--- config.mk ---
export PLATFORM = sky130hd
export DESIGN_NAME = uart_rx_param
export DESIGN_NICKNAME = d
export VERILOG_FILES = /design/src/rtl/uart_rx_param.sv
export SDC_FILE = /design/constraint.sdc
export NUM_CORES = 1
export LEC_CHECK = 0
export ABC_AREA = 1
export ABC_CLOCK_PERIOD_IN_PS = 1900
export BUFFER_PORTS_ARGS = -buffer_cell sky130_fd_sc_hd__buf_2
export CAP_MARGIN = 10
export CORE_ASPECT_RATIO = 1.5
export CORE_UTILIZATION = 55
export CTS_BUF_LIST = sky130_fd_sc_hd__clkbuf_4 sky130_fd_sc_hd__clkbuf_8
export CTS_CLUSTER_SIZE = 16
export DETAILED_ROUTE_END_ITERATION = 7
export HOLD_SLACK_MARGIN = 0.06
export PLACE_DENSITY = 0.84
export SLEW_MARGIN = 25
export SYNTH_ARGS = -nofsm -noshare
export SYNTH_HDL_FRONTEND = slang
export SYNTH_SLANG_ARGS = --single-unit
--- constraint.sdc ---
create_clock -name Clock -period 1.9 [get_ports Clock]
set_input_delay 0.38 -clock Clock [delete_from_list [all_inputs] [get_ports Clock]]
set_output_delay 0.38 -clock Clock [all_outputs]
set_load 0.02 [all_outputs]
--- src/rtl/uart_rx_param.sv ---
`timescale 1ns/1ps
// uart_rx_param: oversampled UART receiver with programmable data width,
// parity and stop bits. The serial line is synchronised, each bit is decided
// by a 3-sample majority vote around mid-bit, and results are presented with
// framing/parity/break/overrun status and a read handshake.
module uart_rx_param #(
  parameter int CLKS_PER_BIT = 16,
  parameter int DATA_BITS    = 8,
  parameter int PARITY       = 0,
  parameter int STOP_BITS    = 1
) (
  input  logic                 Clock,
  input  logic                 Reset,
  input  logic                 RxDataIn,
  input  logic                 RxRead,
  output logic [DATA_BITS-1:0] RxDataOut,
  output logic                 RxDone,
  output logic                 RxValid,
  output logic                 RxFrameError,
  output logic                 RxParityError,
  output logic                 RxBreak,
  output logic                 RxOverrun,
  output logic                 RxBusy
);

  localparam int CW   = $clog2(CLKS_PER_BIT);
  localparam int IW   = $clog2(DATA_BITS + 1);
  localparam int HALF = CLKS_PER_BIT / 2;

  localparam logic [CW-1:0] CNT_LAST = CW'(CLKS_PER_BIT - 1);
  localparam logic [CW-1:0] CNT_S0   = CW'(HALF - 1);
  localparam logic [CW-1:0] CNT_S1   = CW'(HALF);
  localparam logic [CW-1:0] CNT_DEC  = CW'(HALF + 1);
  localparam logic [CW-1:0] CNT_ONE  = CW'(1);
  localparam logic [IW-1:0] IDX_LAST = IW'(DATA_BITS - 1);
  localparam logic          STOP_LAST = (STOP_BITS == 2);

  typedef enum logic [2:0] {
    S_IDLE,
    S_START,
    S_DATA,
    S_PARITY,
    S_STOP,
    S_BRK_WAIT
  } state_t;

  // Majority of three line samples.
  function automatic logic maj3(input logic a, input logic b, input logic c);
    return (a & b) | (a & c) | (b & c);
  endfunction

  // Parity bit the transmitter should have sent for this data word.
  function automatic logic par_exp(input logic [DATA_BITS-1:0] d);
    return (PARITY == 2) ? ~(^d) : (^d);
  endfunction

  logic rx_p0, rx_p1;
  logic rxs;

  state_t              state;
  logic [CW-1:0]       cnt;
  logic [CW-1:0]       cnt_nxt;
  logic [IW-1:0]       idx;
  logic                stop_idx;
  logic                fe_pend;
  logic                pe_pend;
  logic                par_zero;
  logic                smp_a, smp_b;
  logic                vote;
  logic                at_dec, at_last;
  logic                brk_now;
  logic [DATA_BITS-1:0] shreg;

  // Two-flop synchroniser; idles high so reset release never looks like a start.
  always_ff @(posedge Clock or negedge Reset) begin
    if (!Reset) begin
      rx_p0 <= 1'b1;
      rx_p1 <= 1'b1;
    end else begin
      rx_p0 <= RxDataIn;
      rx_p1 <= rx_p0;
    end
  end

  assign rxs = rx_p1;

  // ---- bit timing / vote (combinational view of the current bit period) ----
  assign at_dec  = (cnt == CNT_DEC);
  assign at_last = (cnt == CNT_LAST);
  assign cnt_nxt = at_last ? '0 : cnt + 1'b1;
  assign vote    = maj3(smp_a, smp_b, rxs);
  // Break: every data bit, the parity bit (if any) and the final stop vote low.
  assign brk_now = (shreg == '0) && par_zero && !vote;

  // Capture the two early samples of each bit and shift decided data bits in LSB-first.
  always_ff @(posedge Clock) begin
    if (cnt == CNT_S0) smp_a <= rxs;
    if (cnt == CNT_S1) smp_b <= rxs;
    if (state == S_DATA && at_dec) shreg <= {vote, shreg[DATA_BITS-1:1]};
  end

  // Receive FSM with registered status outputs and the consumer handshake.
  always_ff @(posedge Clock or negedge Reset) begin
    if (!Reset) begin
      state         <= S_IDLE;
      cnt           <= '0;
      idx           <= '0;
      stop_idx      <= 1'b0;
      fe_pend       <= 1'b0;
      pe_pend       <= 1'b0;
      par_zero      <= 1'b0;
      RxDataOut     <= '0;
      RxDone        <= 1'b0;
      RxValid       <= 1'b0;
      RxFrameError  <= 1'b0;
      RxParityError <= 1'b0;
      RxBreak       <= 1'b0;
      RxOverrun     <= 1'b0;
    end else begin
      RxDone <= 1'b0;
      if (RxRead) begin
        RxValid   <= 1'b0;
        RxOverrun <= 1'b0;
      end
      unique case (state)
        S_IDLE: begin
          cnt <= '0;
          if (!rxs) begin
            // The detecting cycle counts as cnt = 0 of the start bit.
            state    <= S_START;
            cnt      <= CNT_ONE;
            idx      <= '0;
            stop_idx <= 1'b0;
            fe_pend  <= 1'b0;
            pe_pend  <= 1'b0;
            par_zero <= 1'b1;
          end
        end
        S_START: begin
          cnt <= cnt_nxt;
          if (at_dec && vote) begin
            // Start bit did not hold low through mid-bit: treat as a glitch.
            state <= S_IDLE;
            cnt   <= '0;
          end else if (at_last) begin
            state <= S_DATA;
            idx   <= '0;
          end
        end
        S_DATA: begin
          cnt <= cnt_nxt;
          if (at_last) begin
            if (idx == IDX_LAST) state <= (PARITY != 0) ? S_PARITY : S_STOP;
            else                 idx   <= idx + 1'b1;
          end
        end
        S_PARITY: begin
          cnt <= cnt_nxt;
          if (at_dec) begin
            par_zero <= ~vote;
            if (vote != par_exp(shreg)) pe_pend <= 1'b1;
          end
          if (at_last) state <= S_STOP;
        end
        S_STOP: begin
          cnt <= cnt_nxt;
          if (at_last) stop_idx <= 1'b1;
          if (at_dec) begin
            if (stop_idx == STOP_LAST) begin
              // Frame complete at the last stop decision; no waiting out the bit.
              state         <= brk_now ? S_BRK_WAIT : S_IDLE;
              cnt           <= '0;
              RxDone        <= 1'b1;
              RxDataOut     <= shreg;
              RxFrameError  <= fe_pend | ~vote;
              RxParityError <= pe_pend;
              RxBreak       <= brk_now;
              RxValid       <= 1'b1;
              RxOverrun     <= RxValid & ~RxRead;
            end else if (!vote) begin
              fe_pend <= 1'b1;
            end
          end
        end
        S_BRK_WAIT: begin
          cnt <= '0;
          if (rxs) state <= S_IDLE;
        end
        default: begin
          state <= S_IDLE;
          cnt   <= '0;
        end
      endcase
    end
  end

  assign RxBusy = (state != S_IDLE);

endmodule

==> impl_metrics.json <==
{
  "placed_cell_area_um2": 2130,
  "clock_sinks": 41,
  "dr.first_iter.drc_count": 36,
  "drive_above_1_share_pct": 19.4,
  "cts_hold_buf": 0,
  "routed_via_density": 5.06,
  "setup_tns_ps": 0,
  "cts_resized": 0,
  "p_per_area_nw_per_um2": 1160,
  "cts_setup_buffers": 0,
  "max_slew_margin_pct": 54.2,
  "io_buffers": 18,
  "setup_violations": 0,
  "yosysUniqueCellTypes": 29,
  "synth.top_cell.area_share_pct": 36.2,
  "grt_overflow": 0,
  "antenna_found_initial": 0,
  "netlist.top_cell.by_area": "dfrtp_1",
  "place_hpwl_um": 2710,
  "max_stage_delay_ps": 430,
  "die_x_um": 51.3,
  "gp_congestion": 0.936,
  "worst_slew_pin_slew_ps": 687,
  "num_rows": 26,
  "finalHoldViolations": 0,
  "path_cells": "inv_2, nand2_2, nor2_1, inv_1, buf_2",
  "cp_slowest_cell": "dfrtp_1",
  "crit_fanout": 4,
  "finClkSkew_ps": 4.62,
  "rsz0062_at_grt": "false",
  "syn_nets": 240,
  "pin_count": 19,
  "status": "finished, final reports clean",
  "die_h_um": 75.9,
  "timing.final.crit_share_pct": 92.7,
  "cap_viol_max_count": 0,
  "via_count": 1489,
  "ys_seq_area_share_pct": 53.8,
  "ir_drop_uv": 790,
  "clockBufferDepth": 2,
  "htree_num_levels": 2,
  "firstDrtPassIters": 4,
  "grt_pass1_vias": 1464,
  "track_usage_pct": 22.1,
  "numCtsBuffers": 5,
  "cts_root_buf": "clkbuf_8",
  "hp-class": "in2async",
  "synth_warnings": 0,
  "nFillCells": 292,
  "synth_cells": 228,
  "timing.fmax_mhz": 567,
  "finalNetCount": 263,
  "final_area_um2": 2260,
  "cp.arrival_ps": 1380,
  "p_leak_nw": 1.23,
  "fin_crit_ps": 1760,
  "dieArea_um2": 3890,
  "initial_core_util_pct": 58.1,
  "crit_type": "reg2out",
  "start_kind": "flip-flop",
  "wirelength_um": 3590,
  "syn_area_per_cell_um2": 8.79,
  "drv_slew": 0,
  "num_antenna_cells": 0,
  "synthTopCellsByArea": "dfrtp_1, edfxtp_1, nand2_1",
  "cts.clk_slew.worst_paths_ps": 80,
  "cp-end-kind": "primary output",
  "grt_max_degree": 32,
  "drc": 0,
  "clock_latency_ps": 290,
  "core_region_area_um2": 3450,
  "wl_per_cell_um": 12.2,
  "detail-route-antenna-nets": 0,
  "ys_ff_latch": 41,
  "synthToLayoutAreaGrowth_pct": 13.0,
  "cts_tree": "done",
  "grt_pass1_wl_um": 6290,
  "cp.required_ps": 1520,
  "synth.cell_area_um2": 2000
}
==> final timing paths <==
check	startpoint	endpoint	slack, ps	cells after the start
setup reg to reg	shreg[4]	pe_pend	330	12
setup / recovery	state[0]	RxBusy	140	5
min in group Clock	RxDataIn	rx_p0	180	1
hold / removal	Reset	RxDataOut[5]	120	1
hold reg to reg	rx_p0	rx_p1	360	0
max in group asynchronous	Reset	idx[2]	1330	1
==> synth_stat cells (all sizes together) <==
master and instances:
a21boi 1, a21oi 2, and3 1, buf 3, dfrtp 29, dfstp 2
edfxtp 10, ha 8, inv 37, nand2 66, nand3 15, nand4 2
nor2 26, nor3 2, nor3b 1, o211a 1, o21ai 19, o21bai 1
xor2 2
==> flip-flops by register name (all words and copies together), names as in the netlist <==
| register | count |
|---|---|
| RxOverrun | 1 |
| stop_idx | 1 |
| par_zero | 1 |
| rx_p1 | 1 |
| RxBreak | 1 |
| RxValid | 1 |
| shreg | 8 |
| state | 3 |
| fe_pend | 1 |
| smp_a | 1 |
| smp_b | 1 |
| RxParityError | 1 |
| cnt | 4 |
| RxDataOut | 8 |
| rx_p0 | 1 |
| pe_pend | 1 |
| RxFrameError | 1 |
| idx | 4 |
| RxDone | 1 |
==> through the flow <==
stage / power, mW / hold WS [ps] / setup slack (ps) / util (%) / instances
floorplan: 1.65 / 84.4 / 436 / - / 228
global placement: 1.81 / 347 / 340 / 61.8 / 286
detailed placement: 1.82 / 347 / 341 / 61.8 / 286
CTS: 2.65 / 142 / 112 / 65.7 / 294
global route: 2.80 / 170 / 41.2 / 65.7 / 294
finish: 2.62 / 121 / 138 / 65.7 / 294
==> placed cells by master, fill, tap and decap left out, types with 2 or more instances in the layout <==
master	n
bufinv_16	2
nand2_1	63
inv_1	31
o21ai_0	12
o21ai_1	7
xor2_1	2
inv_2	6
clkbuf_8	5
nand2_2	3
nor2_2	4
dfrtp_1	29
nor2_1	21
nand3_2	2
edfxtp_1	10
dfstp_2	2
nand4_1	2
ha_1	8
nand3_1	13
buf_2	18
==> logic make-up (layout without fill, tap and decap cells) <==
| family | count (synthesis) | count (layout) | synth area share, % |
|---|---|---|---|
| AOI/OAI and AO/OA | 24 | 24 | 6.87 |
| xor gates and xnor gates | 2 | 2 | 0.874 |
| adders and majority gates | 8 | 8 | 4.99 |
| buffers and inverters | 40 | 64 | 8.11 |
| DFF | 41 | 41 | 53.8 |
| and+or+nand+nor | 113 | 113 | 25.3 |
==> layout make-up <==
type | instances | area [um^2] | share of cell area [%]
inverters | 37 | 139 | 6.13
clock buffers | 5 | 68.8 | 3.04
flip-flops and latches | 41 | 1080 | 47.6
well taps | 42 | 52.6 | 2.32
repair buffers | 19 | 97.6 | 4.31
clock inverters | 3 | 65.1 | 2.87
multi-input cells | 147 | 763 | 33.7
==> per-layer routing <==
| layer | track usage [%] | wire length [um] | vias up |
|---|---|---|---|
| li1 | - | - | 758 |
| met1 | 22.2 | 1400 | 695 |
| met2 | 39.9 | 1970 | 28 |
| met3 | 4.82 | 111 | 8 |
| met4 | 12.4 | 108 | 0 |
| met5 | 0 | 0 | - |
==> report_power, final <==
group          switching, mW  internal, mW  total (mW)
clock                  0.297         0.522       0.818
sequential             0.101         0.997        1.10
combinational          0.475         0.231       0.706
==> worst max-delay path, delay by kind of cell (launching register included) <==
kind / cells / cell delay (ps)
buffers and inverters: 3 / 380
DFF: 1 / 430
and+or+nand+nor: 2 / 280
No activity file was read; power rests on OpenSTA's default activity.
